--- src/rtl/mc_ctrl_pkg.sv ---
// ============================================================================
// Module   : mc_ctrl_pkg
// Brief    : State encodings, opcodes and control-word definitions for the
//            multicycle MIPS control unit.
// Revision : 1.0
// ============================================================================
`default_nettype none

package mc_ctrl_pkg;

    typedef enum logic [2:0] {
        S_IDLE   = 3'd0,
        S_FETCH  = 3'd1,
        S_DECODE = 3'd2,
        S_EXEC_R = 3'd3,
        S_WB_R   = 3'd4,
        S_EXEC_I = 3'd5,
        S_WB_I   = 3'd6,
        S_JUMP   = 3'd7
    } state_t;

    localparam logic [5:0] OP_RTYPE = 6'h00;
    localparam logic [5:0] OP_ADDI  = 6'h08;
    localparam logic [5:0] OP_ORI   = 6'h0D;
    localparam logic [5:0] OP_J     = 6'h02;

    localparam logic [2:0] ALU_OP_RTYPE = 3'b111;
    localparam logic [2:0] ALU_OP_ADD   = 3'b100;
    localparam logic [2:0] ALU_OP_OR    = 3'b101;
    localparam logic [2:0] ALU_OP_NONE  = 3'b000;

    localparam logic [1:0] PC_SRC_ALU  = 2'b00;
    localparam logic [1:0] PC_SRC_JUMP = 2'b10;
    localparam logic       SRC_A_PC    = 1'b0;
    localparam logic       SRC_A_REG   = 1'b1;
    localparam logic [1:0] SRC_B_REG   = 2'b00;
    localparam logic [1:0] SRC_B_FOUR  = 2'b01;
    localparam logic [1:0] SRC_B_IMM   = 2'b10;

    typedef struct packed {
        logic       mem_read;
        logic       ir_write;
        logic       pc_write;
        logic [1:0] pc_src;
        logic       alu_src_a;
        logic [1:0] alu_src_b;
        logic [2:0] alu_op;
        logic       reg_dst;
        logic       reg_write;
        logic       illegal_op;
    } ctrl_t;

    function automatic logic op_supported(input logic [5:0] op);
        logic ok;
        ok = (op == OP_RTYPE) || (op == OP_ADDI) || (op == OP_ORI);
`ifdef MC_CTRL_JUMP_EN
        ok = ok || (op == OP_J);
`endif
        return ok;
    endfunction

endpackage

`default_nettype wire

--- src/rtl/mc_ctrl_output_decode.sv ---
// ============================================================================
// Module   : mc_ctrl_output_decode
// Brief    : Combinational control-word decode from state, latched opcode and
//            memory-ready. Optional jump support via MC_CTRL_JUMP_EN.
// Revision : 1.0
// ============================================================================
`default_nettype none

module mc_ctrl_output_decode
    import mc_ctrl_pkg::*;
(
    input  state_t     state_i,
    input  logic [5:0] op_q_i,
    input  logic [5:0] opcode_i,
    input  logic       mem_ready_i,
    output ctrl_t      ctrl_o
);

    always_comb begin
        ctrl_o = '0;
        case (state_i)
            S_FETCH: begin
                ctrl_o.mem_read  = 1'b1;
                ctrl_o.alu_src_a = SRC_A_PC;
                ctrl_o.alu_src_b = SRC_B_FOUR;
                ctrl_o.alu_op    = ALU_OP_ADD;
                // IR and PC load only on the cycle the read data is valid
                ctrl_o.ir_write  = mem_ready_i;
                ctrl_o.pc_write  = mem_ready_i;
            end
            S_DECODE: begin
                ctrl_o.illegal_op = !op_supported(opcode_i);
            end
            S_EXEC_R, S_WB_R: begin
                ctrl_o.alu_src_a = SRC_A_REG;
                ctrl_o.alu_src_b = SRC_B_REG;
                ctrl_o.alu_op    = ALU_OP_RTYPE;
                ctrl_o.reg_dst   = (state_i == S_WB_R);
                ctrl_o.reg_write = (state_i == S_WB_R);
            end
            S_EXEC_I, S_WB_I: begin
                ctrl_o.alu_src_a = SRC_A_REG;
                ctrl_o.alu_src_b = SRC_B_IMM;
                ctrl_o.alu_op    = (op_q_i == OP_ADDI) ? ALU_OP_ADD : ALU_OP_OR;
                ctrl_o.reg_write = (state_i == S_WB_I);
            end
`ifdef MC_CTRL_JUMP_EN
            S_JUMP: begin
                ctrl_o.pc_write = 1'b1;
                ctrl_o.pc_src   = PC_SRC_JUMP;
                ctrl_o.alu_op   = ALU_OP_NONE;
            end
`endif
            default: ctrl_o = '0;
        endcase
    end

endmodule

`default_nettype wire

--- src/rtl/multicycle_control_unit.sv ---
// ============================================================================
// Module   : multicycle_control_unit
// Brief    : Main control FSM of the multicycle MIPS datapath with a
//            retired-instruction counter. MC_CTRL_JUMP_EN adds the J opcode.
// Revision : 1.0
// ============================================================================
`default_nettype none

module multicycle_control_unit
    import mc_ctrl_pkg::*;
#(
    parameter int COUNT_W = 16
) (
    input  logic               clk,
    input  logic               reset,
    input  logic [5:0]         opcode_i,
    input  logic               mem_ready_i,
    output logic               mem_read_o,
    output logic               ir_write_o,
    output logic               pc_write_o,
    output logic [1:0]         pc_src_o,
    output logic               alu_src_a_o,
    output logic [1:0]         alu_src_b_o,
    output logic [2:0]         alu_op_o,
    output logic               reg_dst_o,
    output logic               reg_write_o,
    output logic               illegal_op_o,
    output logic [COUNT_W-1:0] instr_count_o
);

    state_t             state_q, state_d;
    logic [5:0]         op_q, op_d;
    logic [COUNT_W-1:0] count_q, count_d;
    ctrl_t              ctrl;

    always_ff @(posedge clk or posedge reset) begin
        if (reset) begin
            state_q <= S_IDLE;
            op_q    <= '0;
            count_q <= '0;
        end else begin
            state_q <= state_d;
            op_q    <= op_d;
            count_q <= count_d;
        end
    end

    always_comb begin
        state_d = state_q;
        op_d    = op_q;
        count_d = count_q;
        case (state_q)
            S_IDLE:  state_d = S_FETCH;
            S_FETCH: if (mem_ready_i) state_d = S_DECODE;
            S_DECODE: begin
                op_d = opcode_i;
                case (opcode_i)
                    OP_RTYPE:         state_d = S_EXEC_R;
                    OP_ADDI, OP_ORI:  state_d = S_EXEC_I;
`ifdef MC_CTRL_JUMP_EN
                    OP_J:             state_d = S_JUMP;
`endif
                    // PC was already advanced in FETCH; simply fetch the next word
                    default:          state_d = S_FETCH;
                endcase
            end
            S_EXEC_R: state_d = S_WB_R;
            S_EXEC_I: state_d = S_WB_I;
            S_WB_R, S_WB_I: begin
                state_d = S_FETCH;
                count_d = count_q + COUNT_W'(1);
            end
`ifdef MC_CTRL_JUMP_EN
            S_JUMP: begin
                state_d = S_FETCH;
                count_d = count_q + COUNT_W'(1);
            end
`endif
            default: state_d = S_IDLE;
        endcase
    end

    mc_ctrl_output_decode u_output_decode (
        .state_i     (state_q),
        .op_q_i      (op_q),
        .opcode_i    (opcode_i),
        .mem_ready_i (mem_ready_i),
        .ctrl_o      (ctrl)
    );

    assign mem_read_o    = ctrl.mem_read;
    assign ir_write_o    = ctrl.ir_write;
    assign pc_write_o    = ctrl.pc_write;
    assign pc_src_o      = ctrl.pc_src;
    assign alu_src_a_o   = ctrl.alu_src_a;
    assign alu_src_b_o   = ctrl.alu_src_b;
    assign alu_op_o      = ctrl.alu_op;
    assign reg_dst_o     = ctrl.reg_dst;
    assign reg_write_o   = ctrl.reg_write;
    assign illegal_op_o  = ctrl.illegal_op;
    assign instr_count_o = count_q;

endmodule

`default_nettype wire
--- config.mk ---
export PLATFORM = sky130hd
export DESIGN_NAME = multicycle_control_unit
export DESIGN_NICKNAME = d
export VERILOG_FILES = /design/src/rtl/mc_ctrl_pkg.sv /design/src/rtl/mc_ctrl_output_decode.sv /design/src/rtl/multicycle_control_unit.sv
export SDC_FILE = /design/constraint.sdc
export NUM_CORES = 1
export LEC_CHECK = 0
export CORE_ASPECT_RATIO = 1.5
export CORE_MARGIN = 1
export CORE_UTILIZATION = 46
export CTS_BUF_LIST = sky130_fd_sc_hd__clkbuf_16
export CTS_CLUSTER_SIZE = 24
export DETAILED_ROUTE_END_ITERATION = 10
export GPL_TIMING_DRIVEN = 0
export HOLD_SLACK_MARGIN = 0.03
export PLACE_DENSITY = 0.79
export RECOVER_POWER = 50
export SKIP_CTS_REPAIR_TIMING = 1
export SYNTH_ARGS = -nofsm -noshare
export SYNTH_HDL_FRONTEND = slang
export SYNTH_HIERARCHICAL = 1
export SYNTH_SLANG_ARGS = --single-unit
--- constraint.sdc ---
create_clock -name clk -period 1.73 [get_ports clk]
set_input_delay 0.2595 -clock clk [delete_from_list [all_inputs] [get_ports clk]]
set_output_delay 0.2595 -clock clk [all_outputs]
set_load 0.05 [all_outputs]
### Word-level counts from Yosys, hierarchy flattened

Cells that the tools add are included.

* register bits: 25

* mux-type cells: 9
* reduce and logical (&&, ||, !) cells: 10
* equality and inequality tests: 10
* add/subtract/negate cells: 1

Operator list (number)
* 6-bit by 4-bit == test with 1-bit output (second input constant): 3
* 6-bit case mux with 3 select lines: 1
* 16-bit by 1-bit adder with 16-bit output (second input constant): 1
* 3-bit case mux with 5 select lines: 1
* 3-bit == test (second input constant): 3
* 2-bit OR reduction: 4
* 3-bit by 2-bit == test with 1-bit output (second input constant): 2
* 6-bit zero test: 1
* 3-bit 2-to-1 mux: 2
* 3-bit case mux with 2 select lines: 1
* 3-bit by 1-bit == test with 1-bit output (second input constant): 1
* 3-bit zero test: 1
* 1-bit 2-to-1 mux: 3
* 3-bit OR reduction: 1
* 1-bit logical OR: 2
* 2-bit inequality test (second input constant): 1
* 1-bit case mux with 2 select lines: 1
* 1-bit zero test: 1

### Depth between registers and ports, before layout

* depth after elaboration: 5
* depth in mapped cells: 5

### Modules after synthesis

The synthesis kept the hierarchy.

Modules (own cells, without submodules)
* multicycle_control_unit: area an instance 1104.8 µm², times used 1, cells each 87, sequential area each 625.6 µm²
* mc_ctrl_output_decode: area an instance 162.7 µm², times used 1, cells each 24, sequential area each 0.0 µm²

### Least setup slack after synthesis

Ideal clock, no wire load.

* path kind: register -> output
* from: register state_q[0]
* to: output port illegal_op_o
* cell stages (with the launch flop): 2
* path slack: -1.514 ns
* arrival: 2.985 ns
* cells stage by stage: dfrtp_1 > a2111oi_0

* cells in the longest elaborated chain, start to end: 2

RTL lines
* from (decl): line multicycle_control_unit.sv:31 `state_t state_q, state_d;`
* from (signal assigned): line multicycle_control_unit.sv:42 `state_q <= state_d;`
* 3-bit by 2-bit == test with 1-bit output: line mc_ctrl_output_decode.sv:21 `case (state_i)`
* 1-bit 2-to-1 mux: line mc_ctrl_output_decode.sv:21
* to (decl): line multicycle_control_unit.sv:27 `output logic illegal_op_o,`

No other way between the ends.

### Worst setup path in the final report

* from: register op_q[5]
* to: output port alu_op_o[0]

* cells in the longest elaborated chain, start to end: 3

RTL lines
* from (decl): line multicycle_control_unit.sv:32 `logic [5:0] op_q, op_d;`
* from (signal assigned): line multicycle_control_unit.sv:43 `op_q <= op_d;`
* 6-bit by 4-bit == test with 1-bit output: line mc_ctrl_output_decode.sv:44 `ctrl_o.alu_op = (op_q_i == OP_ADDI) ? ALU_OP_ADD : ALU_OP_OR;`
* 1-bit 2-to-1 mux: line mc_ctrl_output_decode.sv:44
* 6-bit case mux with 3 select lines: line mc_ctrl_output_decode.sv:21
* to (decl): line multicycle_control_unit.sv:24 `output logic [2:0] alu_op_o,`

No other way between the ends.

==> flow_summary.ini <==
[timing]
drv_slew = 0
min_period_ns = 1.78
setup_slack_ns = -0.0488
setup_viol = 3
hold_viol = 0
fin_skew_ns = 0.00590
max_freq_mhz = 562
rsz0062_at_grt = yes
hold_slack_ns = 0.304
min_period_over_period = 1.03
max-slew-margin-rel = 0.375
finalSetupTns_ns = -0.0755
worst_pin_slew_ns = 0.937

[synthesis]
synth.largest_area_cell = dfrtp_1
synth-compound-area-share = 0.0533
synthXorXnorAreaFrac = 0.124
synthAdderAreaFrac = 0.00987
synth_simple_gate_area_frac = 0.215
avgSynthCellArea_um2 = 11.4
synth_seq_cells = 25
yosysWarningCount = 6
seq_area_frac_synth = 0.494
ys_types = 32
synthMuxAreaShare = 0.0622
async_reset_ff_frac = 1.00
synth.area.top_cells = dfrtp_1, xor2_1, mux2_2
ys.flop_type = dfrtp_1
synth_top_family_by_area = simple AND/OR/NAND/NOR gates
synth-edff-count = 0
syn_inst = 111
netlist.area_leader.share = 0.494
synth_area_um2 = 1270

[cts]
clk_pin_slew_ns = 0.06
tritoncts = done
cts.sinks = 25
numCtsBuffers = 3
clk_latency_ns = 0.26
cts_max_level = 1
clockRootBuffer = clkbuf_16
clockBufferDepth = 2

[critical_path]
crit_path_end_kind = primary output
critPathLaunch = op_q[5]
reg2regPathDepth = 7
r2r-start = state_q[0]
endpoint = alu_op_o[0]
startpoint_type = flip-flop
rrSetupSlack_ns = 0
worstPathArrival_ns = 1.52
worstSetupPathType = reg2out
critPathRequiredTime_ns = 1.47
reg2reg_to = instr_count_o[8]
path_max_fanout = 2

[grt]
grt_max_degree = 26
grt_util_all_layers = 0.197
grt_pass1_vias = 974
antenna_found_initial = 0
grt_pass1_wl_um = 4340
grt-ovfl-total = 0

[job]
drv_cap = 0

[placed_design]
port_buffers = 36
place_area_um2 = 1750
hpwl_um = 1920
dp_slack_ns = -0.713
gp_congestion = 0.737

[power]
p_int_mw = 1.97
switching_share = 0.443
seq_power_share = 0.265
clockPowerShare = 0.142
p_comb_frac = 0.593
power_mw = 3.54
ir_drop_mv = 1.86
pwr_density_cell_nw_per_um2 = 1730
p_leak_nw = 1.22
net-switching-power_mw = 1.57

[routing]
firstDrtPassIters = 4
wirelength_um = 3080
vias = 1056
avgRoutedWirePerCell_um = 15.0
drt_iter0_markers = 25
drc = 0
avgViaCountPerCell = 5.13
postRouteAntennaNets = 0

[die]
core-area_um2 = 2650
dieArea_um2 = 2970
start_util = 0.479
rows = 23
die_y_um = 66.3
fp.dieW_um = 44.9
ios = 39

[finish]
final_common_cell = dfrtp_1
final_area_um2 = 2050
nets = 180
areaGrowthSynthToFinish_pct = 61.5
diodes = 0
layout_common_cells = dfrtp_1, buf_4, dlymetal6s2s_1
drive_gt1_frac = 0.373

[worst_hold_path]
whs_path_depth = 2
min_path_type = in2reg

[outcome]
status = finished, violations left
violations = setup timing
==> kinds of logic (layout without fill, tap and decap cells) <==
family          after synthesis  in the layout
simple gates                 42             42
flops                        25             25
xor+xnor                     18             18
compound gates                9              9
buf+inv                       8             65
mux                           7              7
fa+ha+maj                     1              1
other cells                   1              2
==> layout make-up <==
cell class | instances | area, µm²
Multi-Input combinational cell | 79 | 708
Sequential cell | 25 | 629
Tap cell | 37 | 46.3
Timing Repair Buffer | 53 | 528
Buffer | 5 | 45.0
Clock inverter | 1 | 3.75
Clock buffer | 3 | 75.1
Inverter | 3 | 11.3
Fill cell | 182 | 601
==> synth_stat cells (2+ instances only) <==
| master | count |
|---|---|
| nand3b_1 | 2 |
| nand2_1 | 9 |
| and3_1 | 3 |
| mux2_2 | 7 |
| nor2_1 | 3 |
| nor3b_2 | 2 |
| nor3_2 | 2 |
| o21ai_0 | 2 |
| and2_1 | 2 |
| inv_1 | 3 |
| xnor2_1 | 8 |
| nor3_1 | 2 |
| nand3_1 | 5 |
| buf_4 | 5 |
| dfrtp_1 | 25 |
| nand2b_1 | 2 |
| and4_1 | 2 |
| xor2_1 | 10 |
| nor2b_1 | 4 |
==> worst max-delay path, stage by stage (launching register included) <==
cell      delay [ns]
dfrtp_1         0.39
nor4_2          0.31
nand3b_1        0.13
o21ba_4         0.22
buf_2           0.20
==> power by group through the flow <==
stage / logic [mW] / clock network (mW) / registers (mW)
CTS: 1.75 / 0.503 / 0.963
global placement: 1.72 / 0 / 0.959
global route: 2.19 / 0.539 / 0.967
detailed placement: 1.74 / 0 / 0.970
finish: 2.10 / 0.501 / 0.937
floorplan: 1.13 / 0 / 1.09
==> through the flow <==
stage           util  cells
6_report       0.773    206
5_1_grt        0.773    206
4_1_cts        0.692    189
3_5_place_dp   0.662    185
3_3_place_gp   0.662    185
2_1_floorplan      -    112
==> worst min path at each step <==
stage | start | end | slack [ns]
floorplan | reset | instr_count_o[0] | 0.29
global placement | instr_count_o[15] | instr_count_o[15] | 0.46
detailed placement | instr_count_o[15] | instr_count_o[15] | 0.46
CTS | instr_count_o[15] | instr_count_o[15] | 0.47
global route | opcode_i[3] | state_q[1] | 0.35
finish | opcode_i[3] | state_q[1] | 0.30
==> metal layers <==
layer / track usage / vias up / wire length, µm
met4: 0.0568 / 0 / 17
met5: 0 / - / 0
met2: 0.349 / 27 / 1660
met1: 0.238 / 537 / 1310
met3: 0.0328 / 2 / 89
li1: - / 490 / -
==> state kept, by name, summed over array words and instances, names as in the netlist <==
signal         count
state_q            3
op_q               6
instr_count_o     16
Power figures use the tool's default switching activity.
